<file path="src/rtl/lockin_demodulator.sv">
// ============================================================================
// lockin_demodulator
// ----------------------------------------------------------------------------
// Synchronous (lock-in) detector. Correlates a filtered signal with the
// sine/cosine reference over a programmed number of valid samples, after an
// optional settling interval, and reports the in-phase and quadrature sums.
// Revision: 1.0 - initial release
// ============================================================================
`default_nettype none

module lockin_demodulator #(
  parameter int word_width  = 16,
  parameter int count_width = 32,
  parameter int acc_width   = 64
) (
  input  logic                         clk,
  input  logic                         rst,
  input  logic                         start,
  input  logic [count_width-1:0]       settle_count,
  input  logic [count_width-1:0]       sample_count,
  input  logic signed [word_width-1:0] sample_in,
  input  logic                         sample_valid,
  input  logic signed [word_width-1:0] sin_ref,
  input  logic signed [word_width-1:0] cos_ref,
  output logic                         busy,
  output logic                         done,
  output logic signed [acc_width-1:0]  i_sum,
  output logic signed [acc_width-1:0]  q_sum,
  output logic                         overflow
);

  // Full-precision product width
  localparam int PW = 2 * word_width;

  typedef enum logic [2:0] {
    ST_IDLE   = 3'd0,
    ST_SETTLE = 3'd1,
    ST_ACCUM  = 3'd2,
    ST_DRAIN  = 3'd3,
    ST_DONE   = 3'd4
  } state_t;

  // --------------------------------------------------------------------------
  // Control state
  // --------------------------------------------------------------------------
  state_t                 state_q;
  logic                   busy_q;
  logic                   done_q;
  logic                   drain_q;
  logic [count_width-1:0] settle_lim_q;
  logic [count_width-1:0] sample_lim_q;
  logic [count_width-1:0] settle_cnt_q;
  logic [count_width-1:0] sample_cnt_q;

  // Counter increments are one bit wider than the counters so that a limit of
  // 2^count_width-1 is reached without the count ever wrapping.
  logic [count_width:0]   settle_nxt_d;
  logic [count_width:0]   sample_nxt_d;

  assign settle_nxt_d = {1'b0, settle_cnt_q} + {{count_width{1'b0}}, 1'b1};
  assign sample_nxt_d = {1'b0, sample_cnt_q} + {{count_width{1'b0}}, 1'b1};

  // A measurement begins (and clears the result registers) on this cycle
  logic run_start_d;
  // A valid sample is taken into the multiply pipeline on this cycle
  logic sample_take_d;

  assign run_start_d   = (state_q == ST_IDLE) && start;
  assign sample_take_d = (state_q == ST_ACCUM) && sample_valid;

  // --------------------------------------------------------------------------
  // Datapath state
  // --------------------------------------------------------------------------
  logic                        prod_vld_q;
  logic signed [PW-1:0]        prod_i_q;
  logic signed [PW-1:0]        prod_q_q;
  logic signed [acc_width-1:0] acc_i_q;
  logic signed [acc_width-1:0] acc_q_q;
  logic                        ovf_q;

  logic signed [acc_width-1:0] ext_i_d;
  logic signed [acc_width-1:0] ext_q_d;
  logic signed [acc_width-1:0] acc_i_d;
  logic signed [acc_width-1:0] acc_q_d;
  logic                        ovf_i_d;
  logic                        ovf_q_d;

  // Measurement sequencer: settle, accumulate, drain the pipeline, report
  always_ff @(posedge clk) begin
    if (!rst) begin
      state_q      <= ST_IDLE;
      busy_q       <= 1'b0;
      done_q       <= 1'b0;
      drain_q      <= 1'b0;
      settle_lim_q <= '0;
      sample_lim_q <= '0;
      settle_cnt_q <= '0;
      sample_cnt_q <= '0;
    end else begin
      done_q <= 1'b0;
      case (state_q)
        ST_IDLE: begin
          if (start) begin
            settle_lim_q <= settle_count;
            sample_lim_q <= sample_count;
            settle_cnt_q <= '0;
            sample_cnt_q <= '0;
            drain_q      <= 1'b0;
            busy_q       <= 1'b1;
            // Nothing to accumulate: settling is pointless, go straight to
            // the drain so the run still reports a zero result.
            if (sample_count == '0) begin
              state_q <= ST_DRAIN;
            end else if (settle_count == '0) begin
              state_q <= ST_ACCUM;
            end else begin
              state_q <= ST_SETTLE;
            end
          end
        end
        ST_SETTLE: begin
          if (sample_valid) begin
            settle_cnt_q <= settle_nxt_d[count_width-1:0];
            if (settle_nxt_d == {1'b0, settle_lim_q}) begin
              state_q <= ST_ACCUM;
            end
          end
        end
        ST_ACCUM: begin
          if (sample_valid) begin
            sample_cnt_q <= sample_nxt_d[count_width-1:0];
            if (sample_nxt_d == {1'b0, sample_lim_q}) begin
              drain_q <= 1'b0;
              state_q <= ST_DRAIN;
            end
          end
        end
        ST_DRAIN: begin
          // Two cycles cover the multiply and accumulate stages
          if (drain_q) begin
            done_q  <= 1'b1;
            state_q <= ST_DONE;
          end else begin
            drain_q <= 1'b1;
          end
        end
        ST_DONE: begin
          busy_q  <= 1'b0;
          state_q <= ST_IDLE;
        end
        default: begin
          busy_q  <= 1'b0;
          state_q <= ST_IDLE;
        end
      endcase
    end
  end

  // Stage 1: register full-precision signed products with a valid flag
  always_ff @(posedge clk) begin
    if (!rst) begin
      prod_vld_q <= 1'b0;
      prod_i_q   <= '0;
      prod_q_q   <= '0;
    end else begin
      prod_vld_q <= sample_take_d;
      if (sample_take_d) begin
        prod_i_q <= PW'(sample_in) * PW'(sin_ref);
        prod_q_q <= PW'(sample_in) * PW'(cos_ref);
      end
    end
  end

  // Stage 2 arithmetic: sign-extend, wrap-around add, signed overflow detect
  always_comb begin
    ext_i_d = acc_width'(prod_i_q);
    ext_q_d = acc_width'(prod_q_q);
    acc_i_d = acc_i_q + ext_i_d;
    acc_q_d = acc_q_q + ext_q_d;
    ovf_i_d = (acc_i_q[acc_width-1] == ext_i_d[acc_width-1]) &&
              (acc_i_d[acc_width-1] != acc_i_q[acc_width-1]);
    ovf_q_d = (acc_q_q[acc_width-1] == ext_q_d[acc_width-1]) &&
              (acc_q_d[acc_width-1] != acc_q_q[acc_width-1]);
  end

  // Stage 2 registers: accumulators and sticky overflow, cleared per run
  always_ff @(posedge clk) begin
    if (!rst) begin
      acc_i_q <= '0;
      acc_q_q <= '0;
      ovf_q   <= 1'b0;
    end else if (run_start_d) begin
      acc_i_q <= '0;
      acc_q_q <= '0;
      ovf_q   <= 1'b0;
    end else if (prod_vld_q) begin
      acc_i_q <= acc_i_d;
      acc_q_q <= acc_q_d;
      ovf_q   <= ovf_q | ovf_i_d | ovf_q_d;
    end
  end

  assign busy     = busy_q;
  assign done     = done_q;
  assign i_sum    = acc_i_q;
  assign q_sum    = acc_q_q;
  assign overflow = ovf_q;

endmodule

`default_nettype wire

</file>
<file path="config.mk">
export PLATFORM = sky130hd
export DESIGN_NAME = lockin_demodulator
export DESIGN_NICKNAME = d
export VERILOG_FILES = /design/src/rtl/lockin_demodulator.sv
export SDC_FILE = /design/constraint.sdc
export NUM_CORES = 2
export LEC_CHECK = 0
export CAP_MARGIN = 20
export CORE_AREA = 2 2 410 412
export CTS_CLUSTER_SIZE = 28
export DETAILED_ROUTE_END_ITERATION = 7
export DIE_AREA = 0 0 412 414
export SETUP_SLACK_MARGIN = 0.3
export SLEW_MARGIN = 20
export SYNTH_ARGS = -nofsm -noshare
export SYNTH_HDL_FRONTEND = slang
export SYNTH_SLANG_ARGS = --single-unit
</file>
<file path="constraint.sdc">
create_clock -name clk -period 11.25 [get_ports clk]
set_input_delay 2.25 -clock clk [delete_from_list [all_inputs] [get_ports clk]]
set_output_delay 2.25 -clock clk [all_outputs]
set_load 0.01 [all_outputs]
</file>
# Word-level counts from Yosys, hierarchy flattened
# Cells that the tools add are included.
op_classes:
  eq_ne: 15
  bitwise: 4
  muxes: 21
  reduce_logical: 19
  multipliers: 2
  add_sub_neg: 4
ops:
  columns: ["operator", "count"]
  rows:
  - ["64-bit by 32-bit adder with 64-bit output", 2]
  - ["32-bit one-hot mux with 2 select lines", 2]
  - ["32-bit 2-to-1 mux", 3]
  - ["32-bit by 1-bit adder with 33-bit output (second input constant)", 2]
  - ["33-bit by 32-bit == test with 1-bit output", 2]
  - ["32-bit logical NOT", 2]
  - ["16-bit by 16-bit multiplier with 32-bit output", 2]
  - ["3-bit 2-to-1 mux", 6]
  - ["3-bit one-hot mux with 4 select lines", 1]
  - ["2-bit != test (second input constant)", 5]
  - ["3-bit by 2-bit == test with 1-bit output (second input constant)", 2]
  - ["2-bit AND reduction", 3]
  - ["3-bit AND reduction", 2]
  - ["6-bit AND reduction", 1]
  - ["1-bit 2-to-1 mux", 5]
  - ["1-bit logical AND", 4]
  - ["2-bit 2-to-1 mux", 2]
  - ["4-bit AND reduction", 1]
  - ["2-bit nonzero test", 2]
  - ["3-bit by 1-bit == test with 1-bit output (second input constant)", 1]
  - ["3-bit logical NOT", 1]
  - ["1-bit one-hot mux with 3 select lines", 1]
  - ["3-bit nonzero test", 1]
  - ["3-bit OR reduction", 1]
  - ["7 further kinds", 11]
word_totals:
  elab_cells: 79
  register_bits: 328
  in_bits: 116
  out_inout_bits: 131

# Depth between registers and ports, before layout
depth:
  word_depth: 5
  ltp_mapped: 27
  mapped_depth_nobuf: 25

# Worst setup path before layout
# OpenSTA, ideal clock, no wires.
synth_path:
  kind: "input-to-reg"
  startpoint: "input cos_ref[1]"
  endpoint: "register prod_q_q[29]"
  setup_ps: 117
  path_stages: 21
  slack_ps: 3141
  t_arrival_ps: 7993
  n_path_buf: 2
  required_ps: 11133
  path_cell_list: "clkbuf_1 nand2_1 inv_1 fa_1 fa_1 inv_1 fa_1 fa_1 fa_1 fa_1 inv_1 ha_1 clkbuf_1 a41oi_1 o21ai_0 a21oi_1 o21bai_1 a2111oi_1 o31ai_1 xor2_1 a22o_1"
synth_via:
  elab_chain_len: 1
synth_rtl:
  columns: ["element", "line", "source"]
  rows:
  - ["start, declared", "24", "input logic signed [word_width-1:0] cos_ref,"]
  - ["16-bit by 16-bit multiplier with 32-bit output", "169", "prod_q_q <= PW'(sample_in) * PW'(cos_ref);"]
  - ["end signal, assigned", "169", null]
  - ["end, declared", "76", "logic signed [PW-1:0] prod_q_q;"]
# No other way between the ends.
# A chain may end at the register's enable or synchronous reset.

# Worst setup path in the final report
layout_path:
  startpoint: "input sample_in[10]"
  endpoint: "register prod_q_q[29]"
layout_via:
  elab_chain_len: 1
layout_rtl:
  columns: ["element", "line", "source"]
  rows:
  - ["start, declared", "21", "input logic signed [word_width-1:0] sample_in,"]
  - ["16-bit by 16-bit multiplier with 32-bit output", "169", null]
# No other way between the ends.

==> impl_metrics.tcl <==
set metrics [dict create \
    status "complete, no violations" \
    crit_slowest_cell "clkdlybuf4s50_1" \
    final_nets 5966 \
    grt_pass1_vias 34300 \
    wirelength_mm 122 \
    critPathKind "primary input to register" \
    drtIter0Drc 2048 \
    area_growth_pct 14.1 \
    start_util 0.248 \
    grt_util_all_layers 0.142 \
    p_per_area_nw_per_um2 293 \
    fillerInstances 17900 \
    finalMaxSlewViolations 0 \
    antenna_left 0 \
    arrival_ns 9.56 \
    layout-drive-gt1-share 0.0283 \
    max-cap-violations 0 \
    place_congestion 0.897 \
    core_area_sq_um 166000 \
    cp_max_fo 17 \
    wl_per_cell_microns 16.8 \
    cp-end-kind "register" \
    grt_pass1_wl_mm 195 \
    routed_via_density 4.65 \
    cts.path.max_buffers 3 \
    final_hold_viol_count 0 \
    cpMostUsedCell "fa_1" \
    syn_avg_cell_area_sq_um 8.34 \
    synthCells 4955 \
    min_period_ns 9.09 \
    rsz0062_at_grt "false" \
    first_pass_iters 5 \
    diodes 0 \
    ys_types 93 \
    worstMarginPinSlew_ns 1.19 \
    fin_util 0.283 \
    clock_latency_ns 0.60 \
    postSynth.asyncResetShare 0 \
    critPathRequiredTime_ns 11.72 \
    vdd_drop_max_uv 437 \
    path_cells "clkdlybuf4s50_1 > buf_4 > nand2_1 > fa_1 > fa_1 > fa_1 > fa_1 > inv_1 > fa_1 > fa_1 > ha_1 > a21oi_1 > o22ai_1 > o41ai_2 > o311ai_1 > a2111oi_1 > o31ai_1 > xor2_1 > a22o_1" \
    antenna_found_initial 1 \
    routed.top_layer "met4" \
    ys_seq_elements 328 \
    chipWidth_microns 412 \
    wl_met3_mm 5.27 \
    ys.flop_type "dfxtp_1" \
    netlist_area_sq_um 41300 \
    ys_seq_area_frac 0.159 \
    tritoncts.num_buffers 41 \
    synth_warnings 0 \
    route.detailed.drc 0 \
    min_period_over_period 0.808 \
    post_cts_buffers 0 \
    critical_path.top_delay_family "adder cells" \
    rows 150 \
    setup_viol 0 \
    fin_worst_skew_ns 0.0352 \
    slowest_delay_ns 1.20 \
    p_leak_nw 20.7 \
    synth_edf_count 0 \
    dr_wl_met2_mm 53.4 \
    cp_num_buf_inv 3 \
    portBuffers 246 \
    hp-class "register to register" \
    start_kind "primary input" \
    route.vias.total 33800 \
    setup_tns_ns 0 \
    die_height_microns 414 \
    num_io_pins 247 \
    dieArea_sq_um 171000 \
    grt_max_degree 90 \
    hold_buffers 0 \
    dp_hpwl_mm 97.0 \
    slew_headroom 0.206 \
    overflow 0 \
    max_freq_mhz 110 \
    cts_sinks 328 \
    clk_pin_slew_ns 0.06 \
    cts-root-buf "clkbuf_16" \
    cts_max_level 2 \
    synth.net_count 5889 \
    cts_tree "yes" \
    ctsResizeCount 0 \
    wl_met1_mm 60.1 \
]
## synth_stat cells (all sizes together), types with 11 or more instances
cell / number / area [sq um]
fa: 526 / 10500
or3: 23 / 145
or2: 11 / 68.8
nor2b: 72 / 450
inv: 623 / 2340
a211oi: 26 / 195
nor2: 287 / 1080
o21ai: 219 / 1100
a21o: 104 / 781
nand4: 57 / 357
o31ai: 20 / 150
a21oi: 228 / 1140
o211ai: 20 / 155
a22oi: 14 / 105
nand2: 629 / 2360
dfxtp: 328 / 6570
a31oi: 39 / 244
a21boi: 94 / 706
clkbuf: 224 / 851
ha: 292 / 3650
and2: 310 / 1940
mux2i: 86 / 861
buf: 23 / 109
nand3: 69 / 350
xnor2: 183 / 1600
and4: 19 / 169
and3: 38 / 238
nor3: 56 / 280
o21a: 15 / 113
xor2: 97 / 850
nor4: 28 / 175
nand2b: 33 / 206
o21bai: 38 / 285
## layer usage
metal / vias up / global-route usage
li1: 16300 / -
met1: 16500 / 0.206
met2: 785 / 0.222
met3: 136 / 0.0156
met4: 0 / 0.0366
met5: - / 0
## worst min-delay path, cell delays in order (launching register included)
cell and delay, ns:
dfxtp_1 0.33, nand2_1 0.06, o21ai_1 0.05
## worst paths after layout
kind	startpoint	endpoint	slack (ns)	cells after the start
setup / recovery	sample_in[10]	prod_q_q[29]$_SDFFE_PN0P_	2.16	19
hold / removal	q_sum[61]$_SDFFE_PP0P_	q_sum[61]$_SDFFE_PP0P_	0.48	2
setup reg to reg	prod_q_q[31]$_SDFFE_PN0P_	q_sum[61]$_SDFFE_PP0P_	6.68	12
hold reg to reg	q_sum[61]$_SDFFE_PP0P_	q_sum[61]$_SDFFE_PP0P_	0.48	2
## final cells by class
class,instances,area (sq um),area share
well taps,2204,2760,0.0585
clock inverters,17,156,0.00332
flip-flops and latches,328,6570,0.139
inverters,623,2340,0.0496
multi-input cells,3757,31500,0.667
clock buffers,53,1130,0.0240
repair buffers,281,2720,0.0577
## cells by family (layout without fill, tap and decap cells)
logic type      after synthesis  count (layout)  synth area share
buf+inv                     870             974            0.0799
xor+xnor                    280             280            0.0594
flops                       328             328             0.159
mux                          90              90            0.0219
simple gates               1655            1655             0.194
compound gates              914             914             0.143
fa+ha+maj                   818             818             0.343
## metrics by stage
stage	instance area (sq um)	cells	total power [mW]	setup WS (ns)	hold WS (ns)
3_3_place_gp	45800	7193	12.3	1.69	0.462
6_report	47100	7263	13.8	2.16	0.475
2_1_floorplan	41300	4955	9.38	3.14	0.431
3_5_place_dp	45800	7193	12.5	1.65	0.467
5_1_grt	47100	7263	15.4	1.82	0.500
4_1_cts	47100	7263	13.9	2.30	0.476
## flip-flops by register name (all words and copies together) (netlist names)
| name | count |
|---|---|
| done | 1 |
| prod_q_q | 32 |
| state_q | 3 |
| overflow | 1 |
| prod_vld_q | 1 |
| sample_cnt_q | 32 |
| drain_q | 1 |
| settle_lim_q | 32 |
| settle_cnt_q | 32 |
| i_sum | 64 |
| busy | 1 |
| sample_lim_q | 32 |
| prod_i_q | 32 |
| q_sum | 64 |
## placed cells by master (no fill, tap or decap), drive strengths merged, types with 23 or more instances in the layout
cell / count
or3: 23
a21o: 104
nor3: 56
nand4: 57
xnor2: 183
and3: 38
a211oi: 26
fa: 526
nor2b: 72
xor2: 97
dfxtp: 328
nand2: 629
a21boi: 94
clkdlybuf4s50: 244
o21bai: 38
mux2i: 86
o21ai: 219
nor4: 28
inv: 625
nand2b: 33
a31oi: 39
nand3: 69
and2: 310
clkbuf: 53
ha: 292
nor2: 287
a21oi: 228
buf: 37
## where the power goes
part | switching, mW | internal, mW | total (mW)
Clock | 0.576 | 0.738 | 1.31
Combinational | 6.66 | 4.43 | 11.1
Sequential | 0.145 | 1.25 | 1.39
Total | 7.39 | 6.42 | 13.8
No activity file was read; power rests on OpenSTA's default activity.
